===== src/rtl/gpu_pkg.sv =====
// Shared types and sizing for the opcode front-end.
package gpu_pkg;

    typedef enum logic [1:0] {
        IDLE    = 2'd0,
        LOAD    = 2'd1,
        PRESENT = 2'd2
    } loader_state_t;

    localparam int OPCODE_WORDS = 3;
    localparam int CMD_WORD_W   = 32;

endpackage


===== src/rtl/opcode_watchdog.sv =====
// Idle-cycle watchdog: expired fires combinationally in the last allowed idle cycle.
module opcode_watchdog #(
    parameter int TIMEOUT_CYCLES = 1024
) (
    input  logic clk,
    input  logic rst,
    input  logic clear,
    input  logic count_en,
    output logic expired
);

    localparam int TMR_W = $clog2(TIMEOUT_CYCLES + 1);

    logic [TMR_W-1:0] timer_d;
    logic [TMR_W-1:0] timer_q;

    assign expired = count_en && (timer_q == TMR_W'(TIMEOUT_CYCLES - 1));

    // Next timer value; wraps to zero on expiry so the loader restarts clean
    always_comb begin
        timer_d = timer_q;
        if (clear) begin
            timer_d = '0;
        end else if (count_en) begin
            if (expired) begin
                timer_d = '0;
            end else begin
                timer_d = timer_q + TMR_W'(1);
            end
        end else begin
            timer_d = timer_q;
        end
    end

    // Timer register
    always_ff @(posedge clk or posedge rst) begin
        if (rst) begin
            timer_q <= '0;
        end else begin
            timer_q <= timer_d;
        end
    end

endmodule


===== src/rtl/opcode_loader.sv =====
// Feeds 32-bit command words into the opcode shift register and presents
// each complete opcode to the decoder until it is acknowledged.
module opcode_loader
    import gpu_pkg::*;
#(
    parameter int WORD_W         = CMD_WORD_W,
    parameter int WORDS_PER_OP   = OPCODE_WORDS,
    parameter int TIMEOUT_CYCLES = 1024
) (
    input  logic              clk,
    input  logic              rst,
    input  logic [WORD_W-1:0] word_in,
    input  logic              word_valid,
    output logic              word_ready,
    input  logic              flush,
    output logic              shift_enable,
    output logic [WORD_W-1:0] serial_in,
    output logic              opcode_valid,
    input  logic              opcode_ack,
    output logic [1:0]        words_loaded,
    output logic              timeout_err
);

    loader_state_t     state_d, state_q;
    logic [1:0]        count_d, count_q;
    logic              shift_d, shift_q;
    logic [WORD_W-1:0] serial_d, serial_q;
    logic              valid_d, valid_q;
    logic              terr_d, terr_q;

    logic accept_s;
    logic wd_clear_s;
    logic wd_count_s;
    logic wd_expired_s;

    assign word_ready = (state_q != PRESENT) && !flush;
    assign accept_s   = word_valid && word_ready;

    // The watchdog only runs while a partial opcode is waiting for its next word
    assign wd_count_s = (state_q == LOAD) && !accept_s && !flush;
    assign wd_clear_s = !wd_count_s;

    opcode_watchdog #(
        .TIMEOUT_CYCLES(TIMEOUT_CYCLES)
    ) u_watchdog (
        .clk     (clk),
        .rst     (rst),
        .clear   (wd_clear_s),
        .count_en(wd_count_s),
        .expired (wd_expired_s)
    );

    // Next-state logic; flush outranks ack and expiry
    always_comb begin
        state_d  = state_q;
        count_d  = count_q;
        shift_d  = accept_s;
        serial_d = accept_s ? word_in : serial_q;
        terr_d   = 1'b0;
        if (flush) begin
            state_d = IDLE;
            count_d = 2'd0;
            shift_d = 1'b0;
        end else begin
            case (state_q)
                IDLE: begin
                    if (accept_s) begin
                        state_d = LOAD;
                        count_d = 2'd1;
                    end else begin
                        count_d = 2'd0;
                    end
                end
                LOAD: begin
                    if (accept_s) begin
                        if (count_q == 2'(WORDS_PER_OP - 1)) begin
                            state_d = PRESENT;
                            count_d = 2'd0;
                        end else begin
                            count_d = count_q + 2'd1;
                        end
                    end else if (wd_expired_s) begin
                        state_d = IDLE;
                        count_d = 2'd0;
                        terr_d  = 1'b1;
                    end else begin
                        state_d = LOAD;
                    end
                end
                PRESENT: begin
                    if (opcode_ack) begin
                        state_d = IDLE;
                    end else begin
                        state_d = PRESENT;
                    end
                end
                default: begin
                    state_d = IDLE;
                    count_d = 2'd0;
                end
            endcase
        end
        valid_d = (state_d == PRESENT);
    end

    // State and registered outputs
    always_ff @(posedge clk or posedge rst) begin
        if (rst) begin
            state_q  <= IDLE;
            count_q  <= 2'd0;
            shift_q  <= 1'b0;
            serial_q <= '0;
            valid_q  <= 1'b0;
            terr_q   <= 1'b0;
        end else begin
            state_q  <= state_d;
            count_q  <= count_d;
            shift_q  <= shift_d;
            serial_q <= serial_d;
            valid_q  <= valid_d;
            terr_q   <= terr_d;
        end
    end

    assign shift_enable = shift_q;
    assign serial_in    = serial_q;
    assign opcode_valid = valid_q;
    assign timeout_err  = terr_q;
    assign words_loaded = count_q;

endmodule

===== config.mk =====
export PLATFORM = sky130hd
export DESIGN_NAME = opcode_loader
export DESIGN_NICKNAME = d
export VERILOG_FILES = /design/src/rtl/gpu_pkg.sv /design/src/rtl/opcode_watchdog.sv /design/src/rtl/opcode_loader.sv
export SDC_FILE = /design/constraint.sdc
export NUM_CORES = 1
export LEC_CHECK = 0
export ABC_AREA = 1
export BUFFER_PORTS_ARGS = -buffer_cell sky130_fd_sc_hd__buf_2
export CAP_MARGIN = 0
export CORE_ASPECT_RATIO = 1.4
export CORE_MARGIN = 10
export CORE_UTILIZATION = 52
export DETAILED_ROUTE_END_ITERATION = 10
export GPL_TIMING_DRIVEN = 0
export PLACE_DENSITY = 0.83
export SYNTH_ARGS = -nofsm -noshare
export SYNTH_HDL_FRONTEND = slang
export SYNTH_SLANG_ARGS = --single-unit

===== constraint.sdc =====
create_clock -name clk -period 4.56 [get_ports clk]
set_input_delay 0.912 -clock clk [delete_from_list [all_inputs] [get_ports clk]]
set_output_delay 0.912 -clock clk [all_outputs]
set_load 0.01 [all_outputs]

Word level (Yosys, flattened, before mapping)
Cells that the tools add are included.
{ "word_totals": {"inputBits": 37, "reg_bits": 50, "out_inout_bits": 38} }
{ "classes": {"mux": 20, "eq_ne": 8, "n_reduce_logical": 9, "addsub": 2} }
{ "ops": {"columns": ["operator", "count"], "rows": [
  ["$mux W11", 2],
  ["$mux W2", 9],
  ["$pmux W2 S3", 2],
  ["$add A11 B1 Y11 const B", 1],
  ["$eq A11 B10 Y1 const B", 1],
  ["$mux W1", 7],
  ["$eq A2 B2 Y1 const B", 3],
  ["$logic_and A1 B1 Y1", 5],
  ["$ne A2 B2 Y1 const B", 2],
  ["$ne A4 B3 Y1 const B", 1],
  ["$add A2 B1 Y2 const B", 1],
  ["$eq A2 B1 Y1 const B", 1],
  ["$logic_not A1 Y1", 2],
  ["$logic_not A2 Y1", 1],
  ["$reduce_and A2 Y1", 1]
]} }

Logic depth before layout (Yosys ltp)
{ "logic_depth": {"depth_word": 12, "depth_mapped": 8, "depth_no_buf": 8} }

Cells and area by module
A second synthesis with hierarchy kept.
{ "hier_totals": {"hier_cells": 269, "area_unflattened_um2": 2606.2} }
{ "by_module_without_submodules": {"columns": ["mod", "instances", "seq_area_each_um2", "area_per_inst_um2", "cells_per_inst"], "rows": [
  ["opcode_loader", 1, 975.9, 1891.8, 175],
  ["opcode_watchdog", 1, 275.3, 714.4, 94]
]} }

Least setup slack after synthesis
No wires, ideal clock.
{ "synth_timing": {"path_kind": "input -> output", "from": "input port flush", "to": "output port word_ready", "t_arrival_ns": 1.081, "stages": 1, "n_path_buf": 0, "path_slack_ns": 2.567, "cell_sequence": "nor2_1"} }
{ "synth_via": {"elab_chain_len": 2} }
{ "synth_rtl": {"columns": ["element", "line_no", "source"], "rows": [
  ["start: declaration", "opcode_loader.sv:15", "input logic flush,"],
  ["$logic_not A1 Y1", "opcode_loader.sv:36", "assign word_ready = (state_q != PRESENT) && !flush;"],
  ["$logic_and A1 B1 Y1", "opcode_loader.sv:36", null],
  ["end: declaration", "opcode_loader.sv:14", "output logic word_ready,"]
]} }
Every way passes these cells.

Final worst setup path
Ends and elaborated chain as after synthesis.

==> out/qor.txt <==
Outcome: completed
Post-layout min period: 2.20 ns
Clock sink total: 50
Core ar.: 3880 sq um
Worst-path clk slew: 0.08 ns
Area post-placement: 2510 sq um
Cell mode on critical path: buf_2
Critical-path maximum fanout: 6
Placer Congestion: 0.810
I/O pin cnt: 75
Most common cell in the netlist: nand2_1
Max cap viols: 0
Pwr Density: 347 nW/um^2
Combinational group share of total power: 15.7%
ANT cells: 0
Area contributors post-synth: dfrtp_1 (61%), nand2_1 (21%), nor2_1 (3.1%)
Root buffer selected by CTS: clkbuf_8
Post-DP HPWL: 3.75 mm
Fmax: 454 MHz
Worst-Skew Late Latency: 0.30 ns
Post-CTS Setup Bufs: 0
Area growth syn-to-layout: 26.1%
CTS Buf Count: 5
Register bit total from synthesis: 50
Reg2reg setup slack: 3.13 ns
# rows: 27
Die ar.: 6930 sq um
Setup Viol. Count Final: 0
Final period util: 48.3%
Critical R2R Capture: words_loaded[1]
Hold buffer count at cts: 0
Filler cells: 310
Crit-path slowest cell: buf_2
Top cell type's share of synthesized area: 60.5%
CTS tree: built
Share of layout cells above drive strength 1: 32.2%
YS warnings: 0
Port Buffers: 74
Largest area contributor in the synthesized netlist: dfrtp_1
R2r worst-path depth: 8
Global route overflow: 0
Syn Nets: 272
Fin area: 2610 sq um
Vias in the first global route: 1837
Pins over their slew limit: 0
Flop pwr share: 55.4%
Post-synth ARST share: 100%
Post-synthesis instance total: 234
Final hold vios: 0
Pre-Repair DR Iteration Count: 4
DIE HEIGHT: 94.6 microns
Htree depth: 2
Global-route wire length before repair: 8.06 mm
Post-synth top flop: dfrtp_1
DRC viols: 0
DRT Wirelength: 4.73 mm
Vias/cell: 4.72
Largest net degree at the start of global routing: 30
CTS Buffer Depth: 2
Hold path startpoint: u_watchdog.timer_q[0]
Hold Crit Depth: 1
Setup TNS: 0 ns
Sw Ratio: 26.7%
Cell-internal power: 0.000662 W
HP Class: reg -> reg
Unrepaired setup endpoints after global routing: no
Worst hold endpoint: u_watchdog.timer_q[0]
Max VDD drop: 0.325 mV
Avg Cell Area, Syn: 8.83 sq um
Worst Path Arrival: 1.29 ns
Register area share after synthesis: 60.5%
Clock Skew: 0.00833 ns
Die W: 73.3 microns
Post-Syn Area: 2070 sq um
Clock share of power: 29.0%
Sw Pwr: 0.000242 W
Layout net count: 354
P_leak: 1.48 nW
Starting Density: 53.2%
Worst-margin pin slew: 0.470 ns
CP peak stage delay: 0.14 ns
Drt wl/cell: 13.1 microns
Cts repair resizes: 0
Critical path endpoint category: primary output
CP required: 3.65 ns
Critical R2R Launch: u_watchdog.timer_q[0]
Initial antenna violation count: 0
Crit path kind: in -> out
CP cell instances: buf_2, nor2_1, buf_2
All-Layer GR Usage: 14.5%
Via count: 1698
Rel. slew slack: 68.6%
Iteration-0 DRC Markers: 65
EDFF count, synth: 0
CP startpoint kind: input port
Top cells by count, synth: nand2_1 (117), dfrtp_1 (50), nor2_1 (17)
DRT antenna net count: 0
Synth unique cells: 24
-- flip-flops by register name, indices dropped and copies added, names as in the netlist --
name	count
serial_in	32
u_watchdog.timer_q	11
state_q	2
words_loaded	2
opcode_valid	1
shift_enable	1
timeout_err	1
-- power groups by stage --
stage | clock (W) | combinational, W | sequential [W]
after floorplan | 0 | 0.0000532 | 0.000527
after global placement | 0 | 0.000140 | 0.000508
after detailed placement | 0 | 0.000147 | 0.000508
after CTS | 0.000270 | 0.000146 | 0.000500
after global routing | 0.000289 | 0.000162 | 0.000505
final | 0.000262 | 0.000142 | 0.000500
-- per-stage QoR --
step                power, W  instances  util [%]  worst slack [ns]  hold WS (ns)
floorplan           0.000580        234         -              2.45         0.432
global placement    0.000647        351      64.1              1.83         0.454
detailed placement  0.000654        352      64.6              2.35         0.460
CTS                 0.000916        360      67.1              2.35         0.475
global route        0.000956        360      67.1              2.33         0.497
finish              0.000904        360      67.1              2.36         0.471
-- layout make-up --
cell class              instances  area [sq um]  share of cell area (%)
plain buffers                   6          37.5                    1.44
clock inverters                 2          12.5                   0.480
well taps                      43          53.8                    2.06
repair buffers                 75           390                    15.0
clock buffers                   6          82.6                    3.17
multi-input cells             163           722                    27.7
inverters                      15          56.3                    2.16
flip-flops and latches         50          1250                    48.0
-- how the worst max path moves through the flow --
| stage | from | to |
|---|---|---|
| global placement | rst | state_q[1] |
| detailed placement | flush | word_ready |
| finish | flush | word_ready |
| global route | flush | word_ready |
| CTS | flush | word_ready |
| floorplan | rst | opcode_valid |
-- cells by family (layout without fill, tap and decap cells) --
logic type,Yosys count,count (layout),share of synthesized area [%]
DFF,50,50,60.5
xor gates and xnor gates,6,6,2.54
buffers and inverters,21,104,4.54
adders and majority gates,1,1,0.605
AOI/OAI and AO/OA,6,6,1.76
and+or+nand+nor,150,150,30.0
-- routing by layer --
layer  GRT usage (%)  routed length [microns]  vias up
met5               0                        0        -
met4            4.44                       49        0
met3            6.82                      438        5
met2            24.1                     2280       61
met1            15.9                     1960      763
li1                -                        -      869
-- critical path, delay by kind of cell --
kind,cells,cell delay [ns]
buffers and inverters,2,0.28
and+or+nand+nor,1,0.10
-- layout by cell type (no fill, tap or decap) --
| master | netlist | routed |
|---|---|---|
| nand3_1 | 4 | 4 |
| clkinvlp_4 | 0 | 1 |
| xnor2_1 | 1 | 1 |
| nor2_4 | 1 | 1 |
| nor3b_1 | 2 | 2 |
| o211ai_1 | 1 | 1 |
| nor3_1 | 1 | 1 |
| o21ai_0 | 1 | 1 |
| nand2_4 | 1 | 1 |
| ha_1 | 1 | 1 |
| or2_2 | 1 | 1 |
| nor2_1 | 17 | 17 |
| clkinv_2 | 0 | 1 |
| nand3_4 | 1 | 1 |
| nand2_2 | 1 | 1 |
| inv_2 | 3 | 4 |
| nor2_2 | 3 | 3 |
| buf_2 | 3 | 77 |
| clkbuf_8 | 0 | 6 |
| o21ai_2 | 1 | 1 |
| inv_1 | 12 | 11 |
| buf_12 | 0 | 1 |
| xor2_1 | 5 | 5 |
| dfrtp_1 | 50 | 50 |
| nand2_1 | 117 | 117 |
| buf_4 | 3 | 3 |
| a21oi_1 | 3 | 3 |
| nand4_1 | 1 | 1 |
No activity file was read; power rests on OpenSTA's default activity.
